$ cat src/rtl/spi_rd_if.sv
// Read-path bus between the RAM/SPI front end and spi_rd_serializer.
// Also carries the serializer's FSM state so checkers can bind to it.
interface spi_rd_if #(
  parameter int DATA_W = 8
) ();
  logic [DATA_W-1:0] tx_data;
  logic              tx_valid;
  logic              shift_en;
  logic              miso;
  logic              busy;
  logic              tx_done;
  logic              overrun;
  logic              pending;
  logic [1:0]        dbg_state;

  // Handshake: tx_valid is a one-cycle strobe with no ready. A byte offered
  // while the holding register is full and not being drained is dropped,
  // and overrun pulses for one cycle.
  modport master (
    output tx_data, tx_valid, shift_en,
    input  miso, busy, tx_done, overrun, pending, dbg_state
  );

  modport slave (
    input  tx_data, tx_valid, shift_en,
    output miso, busy, tx_done, overrun, pending, dbg_state
  );
endinterface

$ cat src/rtl/spi_rd_serializer.sv
// MSB-first read-byte serializer with a one-entry holding register.
// Define SPI_RD_PARITY_EN to append an odd-parity bit after each byte.
module spi_rd_serializer #(
  parameter int   DATA_W     = 8,
  parameter logic IDLE_LEVEL = 1'b0
) (
  input  logic     clk,
  input  logic     rst,
  spi_rd_if.slave  bus
);
  localparam int CNT_W = (DATA_W > 2) ? $clog2(DATA_W) : 1;

  typedef enum logic [1:0] {
    IDLE   = 2'd0,
    SHIFT  = 2'd1
`ifdef SPI_RD_PARITY_EN
    ,PARITY = 2'd2
`endif
  } state_e;

  state_e            state_q, state_d;
  logic [DATA_W-1:0] hold_q, hold_d;
  logic              pending_q, pending_d;
  logic [DATA_W-1:0] shreg_q, shreg_d;
  logic [CNT_W-1:0]  cnt_q, cnt_d;
  logic              miso_q, miso_d;
  logic              busy_q, busy_d;
  logic              tx_done_q, tx_done_d;
  logic              overrun_q, overrun_d;
`ifdef SPI_RD_PARITY_EN
  logic              par_q, par_d;
`endif
  logic              load;
  logic              finish;

  always_comb begin
    state_d   = state_q;
    hold_d    = hold_q;
    pending_d = pending_q;
    shreg_d   = shreg_q;
    cnt_d     = cnt_q;
    miso_d    = miso_q;
    busy_d    = busy_q;
    tx_done_d = 1'b0;
    overrun_d = 1'b0;
`ifdef SPI_RD_PARITY_EN
    par_d     = par_q;
`endif
    load      = 1'b0;
    finish    = 1'b0;

    case (state_q)
      IDLE: begin
        load = pending_q;
      end
      SHIFT: begin
        if (bus.shift_en) begin
          if (cnt_q != '0) begin
            shreg_d = {shreg_q[DATA_W-2:0], 1'b0};
            miso_d  = shreg_q[DATA_W-2];
            cnt_d   = cnt_q - 1'b1;
          end else begin
`ifdef SPI_RD_PARITY_EN
            state_d = PARITY;
            miso_d  = par_q;
`else
            finish  = 1'b1;
`endif
          end
        end
      end
`ifdef SPI_RD_PARITY_EN
      PARITY: begin
        if (bus.shift_en) finish = 1'b1;
      end
`endif
      default: begin
        state_d = IDLE;
        miso_d  = IDLE_LEVEL;
        busy_d  = 1'b0;
      end
    endcase

    // End of byte: reload straight from hold when possible so busy never drops.
    if (finish) begin
      tx_done_d = 1'b1;
      if (pending_q) begin
        load = 1'b1;
      end else begin
        state_d = IDLE;
        miso_d  = IDLE_LEVEL;
        busy_d  = 1'b0;
      end
    end

    if (load) begin
      state_d   = SHIFT;
      shreg_d   = hold_q;
      cnt_d     = CNT_W'(DATA_W - 1);
      miso_d    = hold_q[DATA_W-1];
      busy_d    = 1'b1;
      pending_d = 1'b0;
`ifdef SPI_RD_PARITY_EN
      par_d     = ~^hold_q;
`endif
    end

    // A load in this cycle frees the hold slot for an incoming byte.
    if (bus.tx_valid) begin
      if (!pending_q || load) begin
        hold_d    = bus.tx_data;
        pending_d = 1'b1;
      end else begin
        overrun_d = 1'b1;
      end
    end
  end

  always_ff @(posedge clk) begin
    if (rst) begin
      state_q   <= IDLE;
      hold_q    <= '0;
      pending_q <= 1'b0;
      shreg_q   <= '0;
      cnt_q     <= '0;
      miso_q    <= IDLE_LEVEL;
      busy_q    <= 1'b0;
      tx_done_q <= 1'b0;
      overrun_q <= 1'b0;
`ifdef SPI_RD_PARITY_EN
      par_q     <= 1'b0;
`endif
    end else begin
      state_q   <= state_d;
      hold_q    <= hold_d;
      pending_q <= pending_d;
      shreg_q   <= shreg_d;
      cnt_q     <= cnt_d;
      miso_q    <= miso_d;
      busy_q    <= busy_d;
      tx_done_q <= tx_done_d;
      overrun_q <= overrun_d;
`ifdef SPI_RD_PARITY_EN
      par_q     <= par_d;
`endif
    end
  end

  assign bus.miso      = miso_q;
  assign bus.busy      = busy_q;
  assign bus.tx_done   = tx_done_q;
  assign bus.overrun   = overrun_q;
  assign bus.pending   = pending_q;
  assign bus.dbg_state = state_q;
endmodule

$ cat src/flat_wrapper.sv
// flat-port wrapper written by rule: the top's interface ports become plain ports
module spi_rd_serializer_flat 
#(
  parameter int   DATA_W     = 8,
  parameter logic IDLE_LEVEL = 1'b0
)
  (clk, rst, bus_tx_data, bus_tx_valid, bus_shift_en, bus_miso, bus_busy, bus_tx_done, bus_overrun, bus_pending, bus_dbg_state);
  spi_rd_if #(.DATA_W(DATA_W)) bus_i ();
  input  logic clk;
  input  logic rst;
  input wire logic [$bits(bus_i.tx_data)-1:0] bus_tx_data;
  input wire logic [$bits(bus_i.tx_valid)-1:0] bus_tx_valid;
  input wire logic [$bits(bus_i.shift_en)-1:0] bus_shift_en;
  output wire logic [$bits(bus_i.miso)-1:0] bus_miso;
  output wire logic [$bits(bus_i.busy)-1:0] bus_busy;
  output wire logic [$bits(bus_i.tx_done)-1:0] bus_tx_done;
  output wire logic [$bits(bus_i.overrun)-1:0] bus_overrun;
  output wire logic [$bits(bus_i.pending)-1:0] bus_pending;
  output wire logic [$bits(bus_i.dbg_state)-1:0] bus_dbg_state;
  assign bus_i.tx_data = bus_tx_data;
  assign bus_i.tx_valid = bus_tx_valid;
  assign bus_i.shift_en = bus_shift_en;
  assign bus_miso = bus_i.miso;
  assign bus_busy = bus_i.busy;
  assign bus_tx_done = bus_i.tx_done;
  assign bus_overrun = bus_i.overrun;
  assign bus_pending = bus_i.pending;
  assign bus_dbg_state = bus_i.dbg_state;
  spi_rd_serializer #(.DATA_W(DATA_W), .IDLE_LEVEL(IDLE_LEVEL)) u_core (.clk(clk), .rst(rst), .bus(bus_i));
endmodule
$ cat config.mk
export PLATFORM = sky130hd
export DESIGN_NAME = spi_rd_serializer_flat
export DESIGN_NICKNAME = d
export VERILOG_FILES = /design/src/rtl/spi_rd_if.sv /design/src/rtl/spi_rd_serializer.sv /design/src/flat_wrapper.sv
export SDC_FILE = /design/constraint.sdc
export NUM_CORES = 1
export LEC_CHECK = 0
export ABC_AREA = 1
export ABC_CLOCK_PERIOD_IN_PS = 1790
export CORE_MARGIN = 8
export CORE_UTILIZATION = 50
export DETAILED_ROUTE_END_ITERATION = 12
export GPL_TIMING_DRIVEN = 0
export PLACE_DENSITY_LB_ADDON = 0.1
export SYNTH_ARGS = -nofsm -noshare
export SYNTH_HDL_FRONTEND = slang
export SYNTH_SLANG_ARGS = --single-unit
$ cat constraint.sdc
create_clock -name clk -period 1.79 [get_ports clk]
set_input_delay 0.2685 -clock clk [delete_from_list [all_inputs] [get_ports clk]]
set_output_delay 0.2685 -clock clk [all_outputs]
set_load 0.01 [all_outputs]
==> key figures, run 1 <==
STA
  • Final min period: 1.67 ns
  • Period Utilization, post-route: 93.5%
  • RSZ-0062 raised after global routing: no
  • Max Clock Freq: 0.598 GHz
  • Max Slew Vio Count: 0
  • Worst Max-Slew Pin Slew: 0.534 ns
  • Setup violations, final: 0
  • Relative max-transition margin: 64.4%
  • Final hold vios: 0
  • Setup Skew: 0.0108 ns
  • Final Worst Setup Slack: 0.117 ns

Logic synthesis
  • Synthesized area: 1200 um^2
  • Synthesized net count: 179
  • Area leader, netlist: dfxtp_1
  • Adder-cell share of the synthesized area: 2.09%
  • Top area cells in the synthesized netlist: dfxtp_1 42%, nand2_1 15%, nand3_1 9.6%, a21oi_1 6.3%, inv_1 5.0%
  • Register area share after synthesis: 41.7%
  • Yosys reg bits: 25
  • Post-synthesis xor/xnor area fraction: 0.730%
  • Multiplexer share of the synthesized area: 0%
  • Synth Area in Compound Gates: 9.28%
  • Avg Synthesized Cell Area: 7.27 um^2
  • Syn Inst Count: 165
  • Distinct cells, synth: 22
  • Simple-gate share of the synthesized area: 36.1%
  • Largest family of logic cells by synthesized area: simple AND/OR/NAND/NOR gates
  • Yosys top cell area share: 41.7%
  • Synth Warn #: 0

Floorplan
  • Num ports: 19
  • Initial Utilization: 53.7%
  • Die height: 65.0 um
  • Die area: 4220 um^2
  • Die width: 65.0 um
  • Num rows: 17
  • Core region area: 2230 um^2

Worst setup path
  • Levels on crit path: 1
  • Critical Path RT: 1.52 ns
  • CP endpoint kind: primary output
  • Reg2reg end: u_core.hold_q[1]$_SDFFE_PP0P_
  • Slowest-stage cell, CP: clkdlybuf4s50_1
  • CP top delay family: buffers and inverters
  • Crit. Startpoint: u_core.bus.dbg_state[0]$_SDFF_PP0_
  • CP Buf/Inv Count: 1
  • Worst path max stage delay: 0.60 ns
  • FF-to-FF setup slack: 0.20 ns
  • Worst EP arrival: 1.40 ns
  • R2r worst-path depth: 9
  • Setup crit end: bus_dbg_state[0]
  • Worst setup SP type: flip-flop
  • Reg-to-Reg Start: u_core.cnt_q[0]$_SDFFE_PP0P_
  • CP Class: flip-flop to primary output
  • Crit path cell chain: clkdlybuf4s50_1
  • Crit-path max FO: 4

Power and ir drop
  • Sw Ratio: 27.7%
  • Sequential power share: 57.7%
  • Psw: 0.290 mW
  • Internal cell power: 0.757 mW
  • Share of total power in the clock network: 24.1%
  • Comb power frac: 18.2%
  • Cell Pwr Density: 737 nW/um^2
  • VDD IR max: 0.000514 V
  • Leakage Power: 0.618 nW

Layout
  • FF/Latch Area: 500 um^2
  • Non-filler instance count after layout: 213
  • Syn-to-layout area delta: 18.5%
  • FILL cells: 209
  • Nets: 200
  • Commonest non-fill, non-tap cell in the layout: nand2_1
  • Commonest non-fill, non-tap cells in the layout: 48 x nand2_1, 25 x dfxtp_1, 23 x nand3_1
  • Antenna cells: 0
  • Share of post-route cells with drive strength above 1: 10.8%
  • Multi-input gate area: 582 um^2

CTS
  • Sink Count: 25
  • Hold buffers post-CTS: 0
  • Setup Fix Bufs, Post-CTS: 0
  • CTS Buffer Depth: 2
  • PostCTS Resize Cnt: 0
  • TritonCTS buffer count: 3
  • Insertion delay to the later sink of the worst-skew pair: 0.32 ns
  • Root Buffer Master: clkbuf_4
  • Reg clk slew, reported paths: 0.12 ns
  • CTS tree: built
  • H-tree levels: 1

Route
  • DR vias: 1062
  • Routed wire length: 2.56 mm
  • DRC viols: 0
  • 1st-pass router iterations: 4
  • Via/cell ratio: 4.99
  • 1st-iter DRT viols: 37
  • Post-DRT Antenna Nets: 0
  • WL/cell: 12.0 um

Global routing
  • Vias in the first global route: 1041
  • First-pass GRT wire length: 4.48 mm
  • Largest net degree at the start of global routing: 14
  • Initial antenna violation count: 0
  • Grt total ovfl: 0
  • Overall routing resource usage: 12.7%

Place
  • Placed Instances: 209
  • Pre-CTS WS: -0.0189 ns
  • Port bufs: 16
  • Gpl congestion: 0.767
  • Detailed Place HPWL: 1.93 mm

Min path
  • HP Class: primary input to flip-flop

Status
  • Status: finished clean

Flow run
  • Max_cap viols: 0
## registers in the layout (all words and copies together) (netlist names)
name / flops
u_core.bus.pending: 1
u_core.bus.dbg_state: 2
u_core.bus.tx_done: 1
u_core.bus.busy: 1
u_core.bus.miso: 1
u_core.cnt_q: 3
u_core.shreg_q: 7
u_core.bus.overrun: 1
u_core.hold_q: 8
## area by class of cell
class | count | share of cell area, %
Tap cell | 28 | 2.46
Clock buffer | 4 | 1.85
Timing Repair Buffer | 16 | 11.3
Multi-Input combinational cell | 116 | 40.9
Buffer | 7 | 3.79
Sequential cell | 25 | 35.2
Inverter | 17 | 4.49
## metal layers
layer | up-vias | GRT usage [%] | part of all wire [%]
li1 | 557 | - | -
met1 | 476 | 15.2 | 46
met2 | 24 | 21.4 | 48
met3 | 5 | 3.26 | 4.6
met4 | 0 | 4.90 | 1.4
met5 | - | 0 | 0
## power by group through the flow
stage	registers [mW]	logic, mW	clock network [mW]
finish	0.604	0.190	0.253
global route	0.608	0.214	0.277
CTS	0.604	0.192	0.257
detailed placement	0.617	0.191	0
global placement	0.616	0.183	0
floorplan	0.616	0.127	0
## worst min-delay path by stage
stage / from / end / slack (ns) / cells past startpoint
after global routing: bus_tx_valid / u_core.bus.overrun$_SDFF_PP0_ / 0.28 / 3
final: bus_tx_valid / u_core.bus.overrun$_SDFF_PP0_ / 0.27 / 3
after detailed placement: u_core.hold_q[7]$_SDFFE_PP0P_ / u_core.hold_q[7]$_SDFFE_PP0P_ / 0.45 / 2
after floorplan: bus_tx_data[0] / u_core.hold_q[0]$_SDFFE_PP0P_ / 0.43 / 2
after CTS: bus_tx_valid / u_core.bus.overrun$_SDFF_PP0_ / 0.26 / 3
after global placement: u_core.cnt_q[1]$_SDFFE_PP0P_ / u_core.cnt_q[1]$_SDFFE_PP0P_ / 0.45 / 2
## through the flow
step / area [um^2] / TNS, ns / power [mW] / hold slack [ns] / utilization, %
detailed placement: 1400 / -0.113 / 0.807 / 0.455 / 62.5
CTS: 1420 / 0 / 1.05 / 0.257 / 63.6
global placement: 1400 / 0 / 0.799 / 0.448 / 62.5
global route: 1420 / 0 / 1.10 / 0.283 / 63.6
finish: 1420 / 0 / 1.05 / 0.268 / 63.6
floorplan: 1200 / 0 / 0.743 / 0.433 / -
## cells in the mapped netlist
cell type	count
nand2_1	48
dfxtp_1	25
nand3_1	23
inv_1	16
a21oi_1	15
nor2_1	13
nand2_4	4
buf_6	3
a21oi_2	2
clkbuf_1	2
ha_1	2
nor3_1	2
buf_2	1
buf_4	1
conb_1	1
inv_2	1
nand2_2	1
nand3_2	1
nor2_2	1
nor2_4	1
o21bai_4	1
xnor2_1	1
## cell families (layout without fill, tap and decap cells)
kind of cell,Yosys count,count (layout)
other,1,1
and+or+nand+nor,94,94
xor gates and xnor gates,1,1
AOI/OAI and AO/OA,18,18
adders and majority gates,2,2
buffers and inverters,24,44
DFF,25,25
Note: power is estimated with default switching activity, not from simulation.
==> run 2, diff against run 1 <==
--- a/config.mk
+++ b/config.mk
@@ -6,7 +6,6 @@
 export NUM_CORES = 1
 export LEC_CHECK = 0
 export ABC_AREA = 1
-export ABC_CLOCK_PERIOD_IN_PS = 1790
 export CORE_MARGIN = 8
 export CORE_UTILIZATION = 50
 export DETAILED_ROUTE_END_ITERATION = 12
==> results of run 2 <==
Same layout as run 1: the final DEF is identical, and so are final timing and power.
==> run 3, diff against run 2 <==
--- a/config.mk
+++ b/config.mk
@@ -8,6 +8,7 @@
 export ABC_AREA = 1
 export CORE_MARGIN = 8
 export CORE_UTILIZATION = 50
+export CTS_BUF_LIST = sky130_fd_sc_hd__clkbuf_16
 export DETAILED_ROUTE_END_ITERATION = 12
 export GPL_TIMING_DRIVEN = 0
 export PLACE_DENSITY_LB_ADDON = 0.1
==> run 3 against run 2 <==
  * Total power grew 22%
  * Setup slack gained 0.081 ns
  * Via count shrank 1.4%
  * First-iteration DRC count rose by 27%
  * Register-to-register slack is essentially flat
  * Critical path depth is the same
  * Count of clock-buffer cells in the layout shrank 1
  * Core utilization increased by 2.4 points
  * Combinational power is essentially flat
  * Clock power is 91% higher
  * Critical endpoint unchanged
  * Largest cell class unchanged
  * Final cell count stayed put
==> key figures, run 3 (same netlist as run 1, synthesis figures left out) <==
Status
  • Status: finished clean

Floorplan
  • Initial Utilization: 53.7% (unchanged)
  • Num ports: 19 (unchanged)
  • Die area: 4220 um^2 (unchanged)
  • Die width: 65.0 um (unchanged)
  • Core region area: 2230 um^2 (unchanged)
  • Num rows: 17 (unchanged)
  • Die height: 65.0 um (unchanged)

Place
  • Port bufs: 16 (unchanged)
  • Placed inst area: 1400 um^2 (unchanged)
  • Detailed Place HPWL: 1.93 mm (unchanged)
  • Gpl congestion: 0.767 (unchanged)
  • Pre-CTS WS: -0.0189 ns (unchanged)

Layout
  • Commonest non-fill, non-tap cell in the layout: nand2_1
  • Max reg flops: 8 (unchanged)
  • Final Core Density: 66.0% (+2.4 points)
  • Nets: 200 (unchanged)
  • Syn-to-layout area delta: 22.8%
  • Cell area after layout: 1470 um^2 (+3.7%)
  • Top flop regs: u_core.hold_q x8, u_core.shreg_q x7, u_core.cnt_q x3
  • Largest Register: u_core.hold_q
  • Multi-input gate area: 582 um^2 (unchanged)
  • Share of post-route cells with drive strength above 1: 10.8% (unchanged)
  • FF/Latch Area: 500 um^2 (unchanged)
  • Commonest non-fill, non-tap cells in the layout: 48 x nand2_1, 25 x dfxtp_1, 23 x nand3_1
  • Antenna cells: 0 (unchanged)
  • FILL cells: 200 (-4.3%)

STA
  • Worst Max-Slew Pin Slew: 0.531 ns (-0.00326 ns)
  • Final min period: 1.59 ns (-0.0807 ns)
  • RSZ-0062 raised after global routing: no
  • Max Clock Freq: 0.628 GHz (+5.1%)
  • Period Utilization, post-route: 89.0% (-4.5 points)
  • Final hold vios: 0 (unchanged)
  • Max Slew Vio Count: 0 (unchanged)
  • Final Worst Setup Slack: 0.197 ns (+0.0807 ns)
  • Relative max-transition margin: 64.6% (+0.22 points)
  • Hold WS: 0.339 ns (+0.0712 ns)
  • Setup Skew: 0.00275 ns (-0.00802 ns)
  • Setup violations, final: 0 (unchanged)
  • Final TNS setup: 0 ns (unchanged)

Global routing
  • Vias in the first global route: 1068 (+2.6%)
  • First-pass GRT wire length: 4.59 mm (+2.5%)
  • Largest net degree at the start of global routing: 14 (unchanged)
  • Grt total ovfl: 0 (unchanged)
  • Initial antenna violation count: 0 (unchanged)
  • Overall routing resource usage: 13.1% (+0.32 points)

Route
  • DR vias: 1047 (-1.4%)
  • Metal3 WL: 107 um (-8.5%)
  • Routed wire length: 2.62 mm (+2.2%)
  • Top Metal Used: met4
  • Via/cell ratio: 4.92 (-1.4%)
  • Post-DRT Antenna Nets: 0 (unchanged)
  • Metal-1 WL: 1.19 mm (+0.34%)
  • WL/cell: 12.3 um (+2.2%)
  • 1st-iter DRT viols: 47 (+27%)
  • DRC viols: 0 (unchanged)
  • Met2 wire len: 1.30 mm (+6.7%)
  • 1st-pass router iterations: 4 (unchanged)

Worst setup path
  • FF-to-FF setup slack: 0.20 ns (about the same)
  • Setup crit end: bus_dbg_state[0]
  • Reg2reg end: u_core.cnt_q[0]$_SDFFE_PP0P_
  • Levels on crit path: 1 (unchanged)
  • Crit-path max FO: 4 (unchanged)
  • Crit. Startpoint: u_core.bus.dbg_state[0]$_SDFF_PP0_
  • CP Class: flip-flop to primary output
  • CP Buf/Inv Count: 1 (unchanged)
  • Worst setup SP type: flip-flop
  • CP endpoint kind: primary output
  • Worst path max stage delay: 0.60 ns (about the same)
  • Critical Path RT: 1.52 ns (about the same)
  • Crit path cell chain: clkdlybuf4s50_1
  • R2r worst-path depth: 10 (+1)
  • CP top delay family: buffers and inverters
  • Worst EP arrival: 1.32 ns (-0.08 ns)
  • Reg-to-Reg Start: u_core.cnt_q[0]$_SDFFE_PP0P_
  • Slowest-stage cell, CP: clkdlybuf4s50_1

Power and ir drop
  • Sw Ratio: 24.2% (-3.4 points)
  • Sequential power share: 47.3% (-10 points)
  • Share of total power in the clock network: 37.8% (+14 points)
  • Internal cell power: 0.968 mW (+28%)
  • Comb power frac: 15.0% (-3.2 points)
  • VDD IR max: 0.000573 V (+11%)
  • Cell Pwr Density: 867 nW/um^2 (+18%)
  • Psw: 0.310 mW (+6.9%)
  • Leakage Power: 0.646 nW (+4.4%)

Min path
  • HP Class: primary input to flip-flop
  • Hold path depth: 3 (unchanged)

Flow run
  • Max_cap viols: 0 (unchanged)

CTS
  • CTS tree: built
  • CTS Buffer Depth: 2 (unchanged)
  • Insertion delay to the later sink of the worst-skew pair: 0.25 ns (-0.07 ns)
  • H-tree levels: 1 (unchanged)
  • Root Buffer Master: clkbuf_16
  • TritonCTS buffer count: 3 (unchanged)
  • Reg clk slew, reported paths: 0.06 ns (-0.06 ns)
  • Setup Fix Bufs, Post-CTS: 0 (unchanged)
  • Sink Count: 25 (unchanged)
  • Hold buffers post-CTS: 0 (unchanged)
  • PostCTS Resize Cnt: 0 (unchanged)
## run 3: per-layer routing
layer | global-route usage, % | up-vias
met3 | 3.78 | 2
met1 | 15.1 | 471
met2 | 23.0 | 17
met5 | 0 | -
met4 | 3.27 | 0
li1 | - | 557
## run 3: layout make-up
class / count / area share [%]
multi-input combinational: 116 / 39.5
clock inverter: 1 / 0.255
sequential: 25 / 34.0
inverter: 17 / 4.33
tap: 28 / 2.38
timing repair buffer: 16 / 10.9
buffer: 7 / 3.65
clock buffer: 3 / 5.09
## run 3: worst min path at each step
stage	end	start	slack [ns]
2_1_floorplan	u_core.hold_q[0]$_SDFFE_PP0P_	bus_tx_data[0]	0.43
3_3_place_gp	u_core.cnt_q[1]$_SDFFE_PP0P_	u_core.cnt_q[1]$_SDFFE_PP0P_	0.45
3_5_place_dp	u_core.hold_q[7]$_SDFFE_PP0P_	u_core.hold_q[7]$_SDFFE_PP0P_	0.45
4_1_cts	u_core.bus.overrun$_SDFF_PP0_	bus_tx_valid	0.34
5_1_grt	u_core.bus.overrun$_SDFF_PP0_	bus_tx_valid	0.37
6_report	u_core.bus.overrun$_SDFF_PP0_	bus_tx_valid	0.34
## run 3: through the flow
step | std cells | power (mW)
6_report | 213 | 1.28
5_1_grt | 213 | 1.33
4_1_cts | 213 | 1.29
3_5_place_dp | 209 | 0.807
3_3_place_gp | 209 | 0.799
2_1_floorplan | 165 | 0.743
## run 3: power by group through the flow
stage	Clock (mW)	Sequential [mW]	Combinational [mW]
after CTS	0.489	0.604	0.193
after detailed placement	0	0.617	0.191
final	0.482	0.604	0.191
after global routing	0.511	0.607	0.215
after global placement	0	0.616	0.183
after floorplan	0	0.616	0.127
